<file path="config.mk">
export PLATFORM = sky130hd
export DESIGN_NAME = shiftreg_deser
export DESIGN_NICKNAME = d
export VERILOG_FILES = /design/src/rtl/shiftreg_deser.sv
export SDC_FILE = /design/constraint.sdc
export NUM_CORES = 1
export LEC_CHECK = 0
export ABC_AREA = 0
export CAP_MARGIN = 20
export CORE_MARGIN = 2
export CORE_UTILIZATION = 50
export DETAILED_ROUTE_END_ITERATION = 7
export PLACE_DENSITY_LB_ADDON = 0.25
export SYNTH_ARGS = -nofsm -noshare
export SYNTH_HDL_FRONTEND = slang
export SYNTH_SLANG_ARGS = --single-unit
export TNS_END_PERCENT = 50
</file>
<file path="constraint.sdc">
create_clock -name clk -period 2 [get_ports clk]
set_input_delay 0.3 -clock clk [delete_from_list [all_inputs] [get_ports clk]]
set_output_delay 0.3 -clock clk [all_outputs]
set_load 0.01 [all_outputs]
</file>
<file path="src/rtl/shiftreg_deser.sv">
// Serial-to-parallel receiver: frames an MSB-first bit stream into WIDTH-bit words
// using a sync marker and hands them out through a one-entry valid/ready buffer.
module shiftreg_deser #(
   parameter int WIDTH = 8
) (
   input  logic             clk,
   input  logic             rst_n,
   input  logic             i_bit,
   input  logic             i_bit_en,
   input  logic             i_sync,
   output logic [WIDTH-1:0] o_data,
   output logic             o_valid,
   input  logic             i_ready,
   output logic             o_overrun,
   input  logic             i_clr_overrun,
   output logic             o_frame_err
);

   localparam int CW = $clog2(WIDTH) + 1;
   localparam logic [CW-1:0] CNT_ZERO = {CW{1'b0}};
   localparam logic [CW-1:0] CNT_ONE  = {{(CW-1){1'b0}}, 1'b1};
   localparam logic [CW-1:0] CNT_LAST = CW'(WIDTH - 1);

   typedef enum logic [0:0] {
      HUNT    = 1'b0,
      COLLECT = 1'b1
   } state_t;

   state_t           state_r, state_nxt_s;
   logic [CW-1:0]    cnt_r, cnt_nxt_s;
   logic [WIDTH-1:0] shreg_r, shreg_nxt_s;
   logic [WIDTH-1:0] shift_in_s;
   logic [WIDTH-1:0] data_r, data_nxt_s;
   logic             valid_r, valid_nxt_s;
   logic             overrun_r, overrun_nxt_s;
   logic             frame_err_r, frame_err_nxt_s;
   logic             complete_s;
   logic             drop_s;

   assign shift_in_s = {shreg_r[WIDTH-2:0], i_bit};

   // Framing state machine and shift register next-state
   always_comb begin
      state_nxt_s     = state_r;
      cnt_nxt_s       = cnt_r;
      shreg_nxt_s     = shreg_r;
      frame_err_nxt_s = 1'b0;
      complete_s      = 1'b0;
      case (state_r)
         HUNT: begin
            if (i_bit_en && i_sync) begin
               shreg_nxt_s = {{(WIDTH-1){1'b0}}, i_bit};
               cnt_nxt_s   = CNT_ONE;
               state_nxt_s = COLLECT;
            end else begin
               state_nxt_s = HUNT;
            end
         end
         COLLECT: begin
            if (i_bit_en && i_sync) begin
               // A sync at a word boundary is a normal start; mid-word it is an error
               shreg_nxt_s     = {{(WIDTH-1){1'b0}}, i_bit};
               cnt_nxt_s       = CNT_ONE;
               frame_err_nxt_s = (cnt_r != CNT_ZERO);
            end else if (i_bit_en) begin
               shreg_nxt_s = shift_in_s;
               if (cnt_r == CNT_LAST) begin
                  cnt_nxt_s  = CNT_ZERO;
                  complete_s = 1'b1;
               end else begin
                  cnt_nxt_s = cnt_r + CNT_ONE;
               end
            end else begin
               cnt_nxt_s = cnt_r;
            end
         end
         default: begin
            state_nxt_s = HUNT;
            cnt_nxt_s   = CNT_ZERO;
            shreg_nxt_s = {WIDTH{1'b0}};
         end
      endcase
   end

   // Output buffer load/drain and overrun flag next-state
   always_comb begin
      data_nxt_s    = data_r;
      valid_nxt_s   = valid_r;
      drop_s        = 1'b0;
      overrun_nxt_s = overrun_r;
      if (complete_s) begin
         if (!valid_r || i_ready) begin
            data_nxt_s  = shift_in_s;
            valid_nxt_s = 1'b1;
         end else begin
            drop_s = 1'b1;
         end
      end else if (valid_r && i_ready) begin
         valid_nxt_s = 1'b0;
      end else begin
         valid_nxt_s = valid_r;
      end
      if (drop_s) begin
         overrun_nxt_s = 1'b1;
      end else if (i_clr_overrun) begin
         overrun_nxt_s = 1'b0;
      end else begin
         overrun_nxt_s = overrun_r;
      end
   end

   // State and output registers
   always_ff @(posedge clk or negedge rst_n) begin
      if (!rst_n) begin
         state_r     <= HUNT;
         cnt_r       <= CNT_ZERO;
         shreg_r     <= {WIDTH{1'b0}};
         data_r      <= {WIDTH{1'b0}};
         valid_r     <= 1'b0;
         overrun_r   <= 1'b0;
         frame_err_r <= 1'b0;
      end else begin
         state_r     <= state_nxt_s;
         cnt_r       <= cnt_nxt_s;
         shreg_r     <= shreg_nxt_s;
         data_r      <= data_nxt_s;
         valid_r     <= valid_nxt_s;
         overrun_r   <= overrun_nxt_s;
         frame_err_r <= frame_err_nxt_s;
      end
   end

   assign o_data      = data_r;
   assign o_valid     = valid_r;
   assign o_overrun   = overrun_r;
   assign o_frame_err = frame_err_r;

endmodule

</file>
==> results of run 1 <==
-- through the flow --
step	instance area (sq um)	hold slack [ns]	instances
floorplan	1020	0.00441	86
global placement	1260	0.488	132
detailed placement	1260	0.496	132
CTS	1280	0.320	136
global route	1280	0.328	136
finish	1280	0.312	136
-- cells in the mapped netlist --
master     instances  share of area
a2bb2oi_1          7          0.060
or3_1              1         0.0061
clkbuf_1           4          0.015
nor4b_4            1          0.023
a22oi_1            1         0.0073
mux2_2             9          0.099
inv_1              9          0.033
and4_1             1         0.0086
nand2_1            6          0.022
a32o_1             2          0.020
ha_1               2          0.024
o211ai_1           1         0.0073
o21ai_0            2         0.0098
and2_1             1         0.0061
o22ai_1            8          0.049
nor2_1             2         0.0073
a21oi_1            2         0.0098
or2_4              1         0.0086
nand2b_1           1         0.0061
dfrtp_1           23           0.56
a21o_1             2          0.015
-- path summary, 6_finish.rpt --
check	cells after the start	startpoint	slack, ns	to
max in group asynchronous	2	rst_n	1.46	o_frame_err
worst max-delay path	5	cnt_r[0]	0.34	o_data[0]
worst min-delay path	2	rst_n	0.31	shreg_r[3]
worst min register to register	1	o_data[6]	0.52	o_data[6]
worst max register to register	5	cnt_r[0]	0.34	o_data[0]
min in group clk	1	o_data[6]	0.52	o_data[6]
-- kinds of logic after synthesis --
logic type                 synth area share
and+or+nand+nor                      0.0881
AOI/OAI and AO/OA                     0.177
adders and majority gates            0.0245
muxes                                0.0991
DFF                                   0.563
buffers and inverters                0.0477
-- layer usage --
layer | up-vias | track usage | routed length, um
met1 | 354 | 0.241 | 854
met4 | 0 | 0.0952 | 55
met2 | 28 | 0.306 | 931
met3 | 7 | 0.0552 | 135
met5 | - | 0 | 0
li1 | 358 | - | -
-- layout make-up --
class / count / area [sq um]
multi-input cells: 50 / 398
clock inverters: 1 / 5.00
well taps: 27 / 33.8
repair buffers: 23 / 215
clock buffers: 3 / 22.5
flip-flops and latches: 23 / 576
fillers: 160 / 658
inverters: 9 / 33.8
-- placed cells by master (no fill, tap or decap), drive strengths merged, types with 2 or more instances in the layout --
| cell type | count |
|---|---|
| a32o | 2 |
| a21o | 2 |
| a21oi | 2 |
| nand2 | 6 |
| nor2 | 2 |
| clkbuf | 3 |
| mux2 | 9 |
| dfrtp | 23 |
| inv | 9 |
| buf | 6 |
| clkdlybuf4s50 | 17 |
| a2bb2oi | 7 |
| ha | 2 |
| o22ai | 8 |
| o21ai | 2 |
-- state kept, by name, summed over array words and instances (netlist names) --
register     cells
o_overrun        1
o_valid          1
o_data           8
o_frame_err      1
shreg_r          7
state_r          1
cnt_r            4
-- worst register-to-register path, delay by kind of cell, from the launching register on --
family,cells,cell delay [ns]
simple gates,2,0.40
flops,1,0.42
fa+ha+maj,1,0.24
buf+inv,1,0.18
mux,1,0.33
-- power by group through the flow --
| stage | registers [mW] | clock network [mW] | logic (mW) |
|---|---|---|---|
| after floorplan | 0.542 | 0 | 0.0821 |
| after global placement | 0.539 | 0 | 0.161 |
| after detailed placement | 0.541 | 0 | 0.168 |
| after CTS | 0.532 | 0.216 | 0.169 |
| after global routing | 0.537 | 0.235 | 0.188 |
| final | 0.532 | 0.217 | 0.168 |
==> flow_summary.toml, run 1 <==
[pwr]
p_sw_frac = 0.271
power_frac_seq = 0.581
power.switching_mw = 0.249
power.leakage_nw = 0.579
p_int_mw = 0.668
p_clk_frac = 0.236
power_frac_comb = 0.183
p_total_mw = 0.917
power.density_mw_per_mm2 = 714
ir_drop_mv = 0.643

[cts]
htreeDepth = 1
insertion_delay_ns = 0.32
cts-root-buf = "clkbuf_4"
ctsResizeCount = 0
holdBufCountCts = 0
clock_path_buffers = 2
cts_setup_buffers = 0
cts_buffers = 3
cts_sinks = 23
path_clk_slew_ns = 0.13
cts_tree = "built"

[sta]
drv_slew = 0
tightest_slew_ns = 0.384
max_slew_margin = 0.744
setup_tns_ns = 0
fin_crit_sh = 0.829
hold_viol_final = 0
skew_ns = 0.00545
rsz0062_at_grt = "no"
final.min_clock_period_ns = 1.66
fmax_mhz = 603
worst_slack_ns = 0.341
finalSetupViolCount = 0

[setup_path]
required_ns = 2.21
crit_type = "reg -> reg"
end_kind = "flop"
max_stage_delay_ns = 0.42
critPathBufInv = 1
cp_data_arrival_time_ns = 1.87
start_kind = "flop"
path_max_fanout = 4
critPathSlowestCell = "dfrtp_1"
crit_chain = "ha_1 > nand2_1 > nor4b_4 > buf_4 > mux2_2"
crit_family = "flip-flops"

[placement]
place_ws_ns = 0.107
dpl.hpwl_mm = 1.40
numPortBuffers = 17
place.gp.congestion = 0.693

[outcome]
status = "completed"

[floorplanning]
core_sq_mm = 0.00194
fp.dieW_um = 49.2
fp-row-count = 16
ios = 18
start_util = 0.526
dieHeight_um = 49.2
die_area_sq_mm = 0.00242

[grt]
grt_max_degree = 24
grt_pass1_vias = 734
antenna_found_initial = 0
grt_remaining_overflow = 0
grt_usage = 0.193
grt_pass1_wl_mm = 3.54

[run]
maxCapViolCount = 0

[logic_synthesis]
yosys_warnings = 0
syn_area_per_cell_sq_um = 11.9
syn_nets = 95
synth_seq_cells = 23
synth_area_sq_mm = 0.00102
synth_cell_type_count = 21
synth_cells = 86
ys_seq_area_frac = 0.563

[final_layout]
syn_to_final_growth_pct = 25.6
drive_above_1_share = 0.193
fin_nets = 119
fin_util = 0.661
n_antenna_cell = 0

[routing]
first_iter_violations = 11
drtPass1Iterations = 4
wl_mm = 1.98
drtAntennaViolNets = 0
routedWlPerCell_um = 14.5
drc = 0
viasPerCell = 5.49
vias = 747

[hold_path]
hold_path.class = "in -> async"
Power figures use the tool's default switching activity.
==> run 2: changes to the inputs <==
Settings changed: CORE_UTILIZATION 50 to 45.
Clock period 2 ns to 1.4 ns, I/O delays scaled along.
==> run 2 against run 1 <==
  * The flow now finishes with violations (setup timing)
  * Power rose by 47%
  * Maximum frequency rose by 8.3%
  * Clock skew is 0.00063 ns higher
  * Sequential share of layout area decreased by 3.5 points
  * Critical endpoint is now o_data[4]
  * Worst setup slack got worse by 0.47 ns
  * Design area up 8.5%
  * Hold slack got worse by 0.091 ns
  * Sequential power rose by 41%
  * Flip-flop and latch count did not move
  * Highest routed layer unchanged
==> flow_summary.toml, run 2 (synthesis gave the netlist of run 1 again) <==
[floorplanning]
fp.dieW_um = 51.7
core_sq_mm = 0.00217
die_area_sq_mm = 0.00267
ios = 18
start_util = 0.471
dieHeight_um = 51.7
fp-row-count = 17

[sta]
final.min_clock_period_ns = 1.53
fin_crit_sh = 1.09
skew_ns = 0.00609
worst_slack_ns = -0.132
fmax_mhz = 653
hold_viol_final = 0
tightest_slew_ns = 0.283
setup_tns_ns = -1.00
hold_slack_ns = 0.221
finalSetupViolCount = 8
max_slew_margin = 0.811
rsz0062_at_grt = "yes"
drv_slew = 0

[pwr]
p_total_mw = 1.35
power.leakage_nw = 0.691
power_frac_seq = 0.556
power_frac_comb = 0.212
power.density_mw_per_mm2 = 969
p_sw_frac = 0.270
p_int_mw = 0.986
power.switching_mw = 0.364
p_clk_frac = 0.232
ir_drop_mv = 0.636

[final_layout]
final_area_sq_mm = 0.00139
drive_above_1_share = 0.283
largest_register_ffs = 8
fin_nets = 130
fill_cells = 182
fin_cells = 148
fin_util = 0.642
n_antenna_cell = 0
syn_to_final_growth_pct = 36.2
final_common_cell = "dfrtp_1"
layout_common_cells = "23 x dfrtp_1, 16 x buf_4, 11 x dlygate4sd2_1"

[run]
maxCapViolCount = 0

[placement]
numPortBuffers = 17
place_ws_ns = -0.445
place.gp.congestion = 0.796
dpl.hpwl_mm = 1.43
numPlacedInstances = 143
dpl_cell_area_sq_mm = 0.00134

[grt]
grt_remaining_overflow = 0
grt_usage = 0.183
antenna_found_initial = 0
grt_max_degree = 24
grt_pass1_vias = 797
grt_pass1_wl_mm = 3.53

[routing]
drtAntennaViolNets = 0
first_iter_violations = 9
routedWlPerCell_um = 13.8
viasPerCell = 5.29
wl_mm = 2.04
drc = 0
drtPass1Iterations = 4
vias = 783

[setup_path]
crit_type = "reg -> reg"
required_ns = 1.61
end_kind = "flop"
start_kind = "flop"
cp_data_arrival_time_ns = 1.74
path_max_fanout = 8

[cts]
cts_buffers = 3
insertion_delay_ns = 0.32
cts-root-buf = "clkbuf_4"
cts_sinks = 23
cts_tree = "built"
path_clk_slew_ns = 0.13
htreeDepth = 1
clock_path_buffers = 2

[hold_path]
hold_path.class = "in -> async"

[outcome]
status = "complete, but fails checks"
violations = "setup timing"
run 2: what timing repair did:
action / CTS / global route
buffers inserted: 0 / 1
pin swaps: 3 / 1
setup endpoints to repair: 19 / 8
resized for setup: 19 / 0
hold buffers: 0 / 0
run 2: area by class of cell:
cell class / instances / area (sq um) / share of cell area
Clock buffer: 3 / 22.5 / 0.0162
Multi-Input combinational cell: 50 / 433 / 0.311
Inverter: 9 / 33.8 / 0.0243
Timing Repair Buffer: 34 / 288 / 0.207
Tap cell: 28 / 35.0 / 0.0252
Clock inverter: 1 / 5.00 / 0.00359
Sequential cell: 23 / 576 / 0.413
run 2: worst max-delay path, cell delays in order (launching register included):
cell     delay (ns)
dfrtp_1        0.40
or2_4          0.24
nor4b_4        0.27
buf_6          0.20
mux2_4         0.31
run 2: final timing paths:
check,slack [ns],to,cells after the start,startpoint
max,-0.13,o_data[4],4,cnt_r[3]
min,0.22,o_frame_err,2,rst_n
max reg2reg,-0.13,o_data[4],4,cnt_r[3]
min reg2reg,0.52,o_data[0],1,o_data[0]
max in group asynchronous,0.95,o_data[3],2,rst_n
min in group clk,0.46,o_overrun,2,i_clr_overrun
run 2: per-layer routing:
layer,up-vias,track usage,part of all wire
met1,382,0.235,0.48
met2,20,0.293,0.46
met5,-,0,0
met3,5,0.0374,0.038
li1,376,-,-
met4,0,0.0921,0.023
run 2: power groups by stage:
stage	registers, mW	clock network, mW	logic [mW]
floorplan	0.776	0	0.124
global placement	0.761	0	0.289
detailed placement	0.764	0	0.295
CTS	0.751	0.320	0.287
global route	0.758	0.347	0.319
finish	0.750	0.313	0.287
==> run 3: changes to the inputs <==
Settings changed: PLACE_DENSITY from default to 0.73, PLACE_DENSITY_LB_ADDON 0.25 to default.
==> run 3 against run 2 <==
  * The run still ends with setup timing left
  * Hold slack gained 0.010 ns
  * Count of clock-buffer cells in the layout is the same
  * First-iteration DRC count is the same
  * Clock skew shrank 0.0027 ns
  * Critical path depth is the same
  * Clock power shrank 3%
  * Worst setup slack gained 0.012 ns
  * Combinational power is essentially flat
  * Register-to-register slack is essentially flat
  * Sequential share of layout area shrank 0.11 points
  * Critical endpoint is now o_data[6]
==> flow_summary.toml, run 3 (synthesis gave the netlist of run 1 again) <==
[outcome]
status = "complete, but fails checks"
violations = "setup timing"

[sta]
final.min_clock_period_ns = 1.52
skew_ns = 0.00338
worst_slack_ns = -0.121
drv_slew = 0
fmax_mhz = 658
hold_viol_final = 0
rsz0062_at_grt = "yes"
fin_crit_sh = 1.09
finalSetupViolCount = 8
tightest_slew_ns = 0.281
setup_tns_ns = -0.916
max_slew_margin = 0.813

[setup_path]
path_max_fanout = 8
rr_worst_depth = 4
end_kind = "flop"
reg2reg_from = "cnt_r[3]"
r2r_end = "o_data[6]"
required_ns = 1.60
cp_data_arrival_time_ns = 1.72
r2r_slack_ns = -0.12
start_kind = "flop"
crit_type = "reg -> reg"

[cts]
cts_buffers = 3
cts-root-buf = "clkbuf_4"
cts_tree = "built"
insertion_delay_ns = 0.30
path_clk_slew_ns = 0.13
holdBufCountCts = 0
cts_sinks = 23
htreeDepth = 1
clock_path_buffers = 2

[pwr]
power.leakage_nw = 0.690
power.density_mw_per_mm2 = 960
p_clk_frac = 0.228
p_sw_frac = 0.265
power_frac_comb = 0.213
ir_drop_mv = 0.624
power.switching_mw = 0.355
p_int_mw = 0.986
power_frac_seq = 0.559

[routing]
viasPerCell = 5.18
drc = 0
routedWlPerCell_um = 13.7
first_iter_violations = 9
vias = 762
drtAntennaViolNets = 0
drtPass1Iterations = 4
wl_mm = 2.02

[final_layout]
drive_above_1_share = 0.294
fin_nets = 129
final_common_cell = "dfrtp_1"
n_antenna_cell = 0
largest_register_ffs = 8
fin_cells = 147
layout_common_cells = "23 x dfrtp_1, 15 x buf_4, 11 x dlygate4sd2_1"
syn_to_final_growth_pct = 36.6

[placement]
place.gp.congestion = 0.766
place_ws_ns = -0.436
dpl.hpwl_mm = 1.41
numPortBuffers = 17
numPlacedInstances = 142

[floorplanning]
core_sq_mm = 0.00217
ios = 18
die_area_sq_mm = 0.00267
fp-row-count = 17
fp.dieW_um = 51.7
dieHeight_um = 51.7
start_util = 0.471

[grt]
grt_max_degree = 24
grt_remaining_overflow = 0
antenna_found_initial = 0
grt_pass1_vias = 746
grt_usage = 0.170
grt_pass1_wl_mm = 3.36

[run]
maxCapViolCount = 0

[hold_path]
hold_path.class = "in -> async"
## run 3: layout make-up
cell class                 instances  area [sq um]
sequential                        23           576
clock inverter                     1          5.00
inverter                           9          33.8
clock buffer                       3          22.5
fill                             183           773
timing repair buffer              33           280
tap                               28          35.0
multi-input combinational         50           444
## run 3: how the worst max path moves through the flow
stage / startpoint / endpoint / slack (ns) / cells past startpoint
floorplan: cnt_r[3] / o_data[0] / -0.20 / 3
global placement: i_sync / o_data[4] / -0.41 / 5
detailed placement: i_sync / o_data[6] / -0.44 / 5
CTS: cnt_r[0] / o_data[6] / -0.12 / 5
global route: cnt_r[3] / o_data[6] / -0.19 / 4
finish: cnt_r[3] / o_data[6] / -0.12 / 4
## run 3: worst max-delay path, stage by stage, from the launching register on
cell	delay, ns
dfrtp_1	0.40
or2_4	0.24
nor4b_4	0.26
buf_6	0.20
mux2_4	0.31
## run 3: routing by layer
layer / track usage / wire, um / vias up
li1: - / - / 375
met1: 0.227 / 972 / 368
met2: 0.271 / 951 / 17
met3: 0.0345 / 81 / 2
met4: 0.0658 / 14 / 0
met5: 0 / 0 / -
## run 3: timing repair
item / 4_1_cts / 5_1_grt
setup endpoints to repair: 19 / 9
gates resized for setup: 19 / 2
pin swaps: 3 / 2
setup buffers: 0 / 1
## run 3: through the flow
stage	util	hold WS, ns	cell area (sq um)	total power [mW]
after floorplan	-	-0.0856	1030	0.899
after global placement	0.615	0.491	1330	1.05
after detailed placement	0.615	0.498	1330	1.06
after CTS	0.635	0.224	1380	1.36
after global routing	0.644	0.255	1400	1.42
final	0.644	0.231	1400	1.34
## run 3: power by group through the flow
stage          Clock, mW  Sequential [mW]  Combinational, mW
3_5_place_dp           0            0.764              0.293
4_1_cts            0.326            0.751              0.286
3_3_place_gp           0            0.761              0.288
6_report           0.305            0.750              0.286
2_1_floorplan          0            0.776              0.124
5_1_grt            0.342            0.756              0.321
